$ cat config.mk
export PLATFORM = sky130hd
export DESIGN_NAME = ddd_rx
export DESIGN_NICKNAME = d
export VERILOG_FILES = /design/src/rtl/ddd_pkg.sv /design/src/rtl/ddd_sync.sv /design/src/rtl/ddd_rx.sv
export SDC_FILE = /design/constraint.sdc
export NUM_CORES = 1
export LEC_CHECK = 0
export ABC_CLOCK_PERIOD_IN_PS = 5700
export BUFFER_PORTS_ARGS = -buffer_cell sky130_fd_sc_hd__clkbuf_2
export CAP_MARGIN = 20
export CELL_PAD_IN_SITES_DETAIL_PLACEMENT = 1
export CELL_PAD_IN_SITES_GLOBAL_PLACEMENT = 2
export CORE_MARGIN = 8
export CORE_UTILIZATION = 43
export DETAILED_ROUTE_END_ITERATION = 6
export PLACE_DENSITY_LB_ADDON = 0.12
export SLEW_MARGIN = 20
export SYNTH_ARGS = -nofsm -noshare
export SYNTH_HDL_FRONTEND = slang
export SYNTH_SLANG_ARGS = --single-unit
$ cat constraint.sdc
create_clock -name clock -period 5.7 [get_ports clock]
set_clock_uncertainty 0.15 [all_clocks]
set_input_delay 0.57 -clock clock [delete_from_list [all_inputs] [get_ports clock]]
set_output_delay 0.57 -clock clock [all_outputs]
set_load 0.02 [all_outputs]
$ cat src/rtl/ddd_pkg.sv
// Shared definitions for the 3D3444 delay-chip serial link.
// Used by the responder, the programmer block and benches.
package ddd_pkg;

  localparam int unsigned FRAME_BITS  = 20;
  localparam int unsigned FIELD_W     = 4;
  localparam int unsigned BIT_CNT_W   = 5;
  localparam int unsigned BIT_CNT_MAX = 31;

  localparam int unsigned OE_LSB  = 0;
  localparam int unsigned CH0_LSB = 4;
  localparam int unsigned CH1_LSB = 8;
  localparam int unsigned CH2_LSB = 12;
  localparam int unsigned CH3_LSB = 16;

  typedef logic [FRAME_BITS-1:0] frame_t;

  typedef struct packed {
    logic [FIELD_W-1:0] oe;
    logic [FIELD_W-1:0] ch0;
    logic [FIELD_W-1:0] ch1;
    logic [FIELD_W-1:0] ch2;
    logic [FIELD_W-1:0] ch3;
  } ddd_cfg_t;

  // Each field arrives MSB first, so its MSB sits at the lowest frame index.
  function automatic ddd_cfg_t decode_frame(frame_t f);
    ddd_cfg_t c;
    c.oe  = {f[OE_LSB],  f[OE_LSB+1],  f[OE_LSB+2],  f[OE_LSB+3]};
    c.ch0 = {f[CH0_LSB], f[CH0_LSB+1], f[CH0_LSB+2], f[CH0_LSB+3]};
    c.ch1 = {f[CH1_LSB], f[CH1_LSB+1], f[CH1_LSB+2], f[CH1_LSB+3]};
    c.ch2 = {f[CH2_LSB], f[CH2_LSB+1], f[CH2_LSB+2], f[CH2_LSB+3]};
    c.ch3 = {f[CH3_LSB], f[CH3_LSB+1], f[CH3_LSB+2], f[CH3_LSB+3]};
    return c;
  endfunction

endpackage

$ cat src/rtl/ddd_sync.sv
// Multi-stage synchronizer with selectable reset level and edge strobes.
// Edges are taken against one extra flop behind the synchronized output.
module ddd_sync #(
  parameter int unsigned SYNC_STAGES = 2
) (
  input  logic clock,
  input  logic gbl_reset_n,
  input  logic rst_val,
  input  logic d,
  output logic q,
  output logic rise_c,
  output logic fall_c
);

  logic [SYNC_STAGES-1:0] chain;
  logic                   q_d;

  always_ff @(posedge clock or negedge gbl_reset_n) begin
    if (!gbl_reset_n) begin
      chain <= {SYNC_STAGES{rst_val}};
      q_d   <= rst_val;
    end else begin
      chain <= {chain[SYNC_STAGES-2:0], d};
      q_d   <= chain[SYNC_STAGES-1];
    end
  end

  assign q      = chain[SYNC_STAGES-1];
  assign rise_c = q & ~q_d;
  assign fall_c = ~q & q_d;

endmodule

$ cat src/rtl/ddd_rx.sv
// Chip-side responder for the 3D3444 serial port: shifts in 20-bit frames,
// latches decoded enables/delays on adr_latch fall, and reads the held frame back.
module ddd_rx
  import ddd_pkg::*;
#(
  parameter int unsigned SYNC_STAGES = 2
) (
  input  logic                 clock,
  input  logic                 gbl_reset_n,
  input  logic                 sclk,
  input  logic                 sdi,
  input  logic                 adr_latch,
  output logic                 sdo,
  output logic [FIELD_W-1:0]   oe,
  output logic [FIELD_W-1:0]   delay_ch0,
  output logic [FIELD_W-1:0]   delay_ch1,
  output logic [FIELD_W-1:0]   delay_ch2,
  output logic [FIELD_W-1:0]   delay_ch3,
  output logic                 loaded,
  output logic                 latch_strobe,
  output logic                 frame_err,
  output logic [BIT_CNT_W-1:0] bit_cnt
);

  logic     sclk_q, sclk_rise_c, sclk_fall_c;
  logic     sdi_q, sdi_rise_c, sdi_fall_c;
  logic     adr_q, adr_rise_c, adr_fall_c;
  logic     sync_unused_c;
  logic     shift_c, collide_c;
  frame_t   sr;
  ddd_cfg_t cfg;

  ddd_sync #(.SYNC_STAGES(SYNC_STAGES)) u_sync_sclk (
    .clock       (clock),
    .gbl_reset_n (gbl_reset_n),
    .rst_val     (1'b0),
    .d           (sclk),
    .q           (sclk_q),
    .rise_c      (sclk_rise_c),
    .fall_c      (sclk_fall_c)
  );

  ddd_sync #(.SYNC_STAGES(SYNC_STAGES)) u_sync_sdi (
    .clock       (clock),
    .gbl_reset_n (gbl_reset_n),
    .rst_val     (1'b0),
    .d           (sdi),
    .q           (sdi_q),
    .rise_c      (sdi_rise_c),
    .fall_c      (sdi_fall_c)
  );

  // Idles high so reset release never looks like a latch edge.
  ddd_sync #(.SYNC_STAGES(SYNC_STAGES)) u_sync_adr (
    .clock       (clock),
    .gbl_reset_n (gbl_reset_n),
    .rst_val     (1'b1),
    .d           (adr_latch),
    .q           (adr_q),
    .rise_c      (adr_rise_c),
    .fall_c      (adr_fall_c)
  );

  assign sync_unused_c = ^{sclk_q, sclk_fall_c, sdi_rise_c, sdi_fall_c, adr_rise_c};

  assign shift_c   = sclk_rise_c & adr_q;
  assign collide_c = sclk_rise_c & adr_fall_c;

  // Frame shift, latch and readback; a latch edge pre-empts a coincident shift.
  always_ff @(posedge clock or negedge gbl_reset_n) begin
    if (!gbl_reset_n) begin
      sr           <= '0;
      bit_cnt      <= '0;
      cfg          <= '0;
      loaded       <= 1'b0;
      latch_strobe <= 1'b0;
      frame_err    <= 1'b0;
      sdo          <= 1'b0;
    end else begin
      latch_strobe <= 1'b0;
      sdo          <= sr[0];
      if (adr_fall_c) begin
        bit_cnt <= '0;
        if (bit_cnt == BIT_CNT_W'(FRAME_BITS)) begin
          cfg          <= decode_frame(sr);
          latch_strobe <= 1'b1;
          loaded       <= 1'b1;
        end else begin
          frame_err <= 1'b1;
        end
        if (collide_c) begin
          frame_err <= 1'b1;
        end
      end else if (shift_c) begin
        sr <= {sdi_q, sr[FRAME_BITS-1:1]};
        if (bit_cnt != BIT_CNT_W'(BIT_CNT_MAX)) begin
          bit_cnt <= bit_cnt + BIT_CNT_W'(1);
        end
      end
    end
  end

  assign oe        = cfg.oe;
  assign delay_ch0 = cfg.ch0;
  assign delay_ch1 = cfg.ch1;
  assign delay_ch2 = cfg.ch2;
  assign delay_ch3 = cfg.ch3;

endmodule

==> results.json <==
{
  "hold_class": "input pin to flop",
  "critPathTopFamily": "simple AND/OR/NAND/NOR gates",
  "syn_avg_cell_area_um2": 16.8,
  "cp.depth": 2,
  "multi_input_area_um2": 732,
  "final-max-slew-violation-count": 0,
  "num_vias": 1166,
  "place.gp.congestion": 0.758,
  "dp_hpwl_mm": 2.46,
  "met3_length_um": 232,
  "crit_start": "u_sync_adr.chain[1]$_DFF_PN1_",
  "syn_inst": 133,
  "drive_gt1_frac": 0.548,
  "final_core_util": 0.518,
  "antenna_found_initial": 0,
  "seq_area_um2": 1430,
  "grt_max_degree": 58,
  "synth_seq_area_share": 0.639,
  "grt_util_all_layers": 0.112,
  "htreeDepth": 3,
  "finalSetupViolCount": 0,
  "crit_slowest_cell": "nand3_1",
  "port_buffers": 33,
  "fillers": 516,
  "crit_chain": "nand3_1 > mux2_2",
  "clockBufferDepth": 2,
  "die_h_um": 88.2,
  "ys_ff_latch": 57,
  "async_flop_share": 1.00,
  "first_pass_iters": 4,
  "grt_pass1_vias": 1277,
  "yosys.area.top_type": "dfrtp_1",
  "synth.yosys.warnings": 0,
  "synth_fp_nets": 141,
  "wl_met2_mm": 1.70,
  "run_status": "finished clean",
  "start_util": 0.441,
  "p_leak_nw": 1.37,
  "ant_nets": 0,
  "top_layer_used": "met4",
  "power.total_w": 0.000888,
  "clock_sinks": 57,
  "rr_endpoint": "sr[1]$_DFFE_PN0P_",
  "wl_mm": 3.75,
  "synth_top_area_frac": 0.603,
  "path_buf_inv": 0,
  "clk_pin_slew_ns": 0.07,
  "postCtsResizedCells": 0,
  "ys_top_cells_by_area": "dfrtp_1, mux2_4, mux2_2",
  "cp-endpoint": "sr[1]$_DFFE_PN0P_",
  "max-cap-violations": 0,
  "cts_tree": "yes",
  "dieArea_um2": 7770,
  "rr_worst_depth": 2,
  "slowest_delay_ns": 0.63,
  "core_um2": 5070,
  "first_iter_violations": 28,
  "synth-edff-count": 0,
  "antenna-diode-count": 0,
  "hold_buffers": 0,
  "insertion_delay_ns": 0.34,
  "grt.overflow.total": 0,
  "ys_types": 22,
  "vdd_drop_max_mv": 0.163,
  "cts_buffers": 9,
  "reg2reg_slack_ns": 3.71,
  "period_needed_ns": 1.99,
  "fin_crit_sh": 0.349,
  "grt_pass1_wl_mm": 6.35,
  "critPathCaptureType": "flop",
  "wl_met1_mm": 1.72,
  "die_w_um": 88.2,
  "ys.flop_type": "dfrtp_1",
  "synthToLayoutAreaGrowth_pct": 17.4,
  "layout.nets": 180,
  "cp.required_ns": 5.76,
  "holdWs_ns": 0.160,
  "fmaxAchievable_mhz": 502,
  "avgRoutedWirePerCell_um": 15.2,
  "rsz0062_at_grt": "no",
  "fin_setup_tns_ns": 0,
  "slew_headroom": 0.394,
  "hold_viol_final": 0,
  "num_rows": 26,
  "root_buffer": "clkbuf_8",
  "startpoint_type": "flop",
  "crit_arrival_ns": 2.05,
  "post-cts-setup-buffer-count": 0,
  "cp_max_fo": 20,
  "criticalPathCategory": "flop to flop",
  "pwr_density_cell_nw_per_um2": 338,
  "worst_slew_pin_slew_ns": 0.907,
  "io-pin-count": 34,
  "reg2reg_from": "u_sync_adr.chain[1]$_DFF_PN1_",
  "via_per_inst": 4.72,
  "netlist_area_um2": 2240,
  "drt_drc_violations_left": 0
}
[sequential cells by signal, summed over array words and instances (netlist names), 2 cells and up]
register,cells
oe,4
u_sync_sdi.chain,2
u_sync_adr.chain,2
u_sync_sclk.chain,2
delay_ch3,4
delay_ch2,4
sr,20
delay_ch0,4
delay_ch1,4
bit_cnt,5
[Yosys cell counts (2+ instances only)]
| library cell | count |
|---|---|
| dfrtp_1 | 54 |
| mux2_2 | 22 |
| mux2_4 | 18 |
| nand2_1 | 8 |
| buf_2 | 3 |
| dfstp_2 | 3 |
| ha_1 | 3 |
| inv_1 | 3 |
| mux2i_1 | 3 |
| buf_12 | 2 |
| nand2b_1 | 2 |
| o21ai_0 | 2 |
[cells in the final DEF, fill, tap and decap left out, drive strengths merged]
| cell type | instances |
|---|---|
| ha | 3 |
| clkbuf | 44 |
| or2 | 1 |
| clkinv | 2 |
| clkinvlp | 2 |
| o21bai | 1 |
| buf | 1 |
| mux2i | 3 |
| and3 | 1 |
| mux2 | 40 |
| nor2 | 1 |
| dfrtp | 54 |
| dfstp | 3 |
| nand3 | 1 |
| o21ai | 2 |
| nand4 | 1 |
| a21oi | 1 |
| nand4b | 1 |
| nand2b | 2 |
| nand2 | 8 |
| and4bb | 1 |
| bufinv | 1 |
| inv | 3 |
[worst min-delay path by stage]
stage                                         from                              to  slack, ns  cells after the start
floorplan                              gbl_reset_n          bit_cnt[0]$_DFFE_PN0P_       0.12                      0
global placement    u_sync_sclk.chain[0]$_DFF_PN0_  u_sync_sclk.chain[1]$_DFF_PN0_       0.18                      0
detailed placement   u_sync_sdi.chain[0]$_DFF_PN0_   u_sync_sdi.chain[1]$_DFF_PN0_       0.19                      0
CTS                                      adr_latch   u_sync_adr.chain[0]$_DFF_PN1_       0.14                      1
global route                             adr_latch   u_sync_adr.chain[0]$_DFF_PN1_       0.13                      1
finish                                   adr_latch   u_sync_adr.chain[0]$_DFF_PN1_       0.16                      1
[power breakdown]
| part | internal, W | switching (W) |
|---|---|---|
| sequential | 0.000438 | 0.0000267 |
| combinational | 0.0000292 | 0.0000265 |
| clock | 0.000212 | 0.000156 |
| total | 0.000679 | 0.000209 |
[metrics by stage]
stage          instance area (um2)  instances  setup WS, ns
4_1_cts                       2630        247          3.68
3_3_place_gp                  2430        231          3.73
5_1_grt                       2630        247          3.56
3_5_place_dp                  2430        231          3.70
2_1_floorplan                 2240        133          3.71
6_report                      2630        247          3.71
[kinds of logic after synthesis]
group | synth area share
muxes | 0.245
adders and majority gates | 0.0168
and+or+nand+nor | 0.0553
AOI/OAI and AO/OA | 0.0101
buffers and inverters | 0.0346
DFF | 0.639
[metal layers]
| layer | global-route usage | vias up |
|---|---|---|
| met1 | 0.139 | 593 |
| met4 | 0.0783 | 0 |
| met5 | 0 | - |
| met3 | 0.0497 | 9 |
| li1 | - | 536 |
| met2 | 0.150 | 28 |
[worst reg2reg max path, cell delays in order (launching register included)]
cell	delay, ns
dfstp_2	0.54
nand3_1	0.63
mux2_2	0.54
[area by class of cell]
cell class / instances / share of cell area
inverter: 3 / 0.00428
clock buffer: 11 / 0.0538
timing repair buffer: 34 / 0.0657
multi-input combinational: 67 / 0.278
sequential: 57 / 0.544
clock inverter: 5 / 0.0209
tap: 70 / 0.0333
Power figures use the tool's default switching activity.
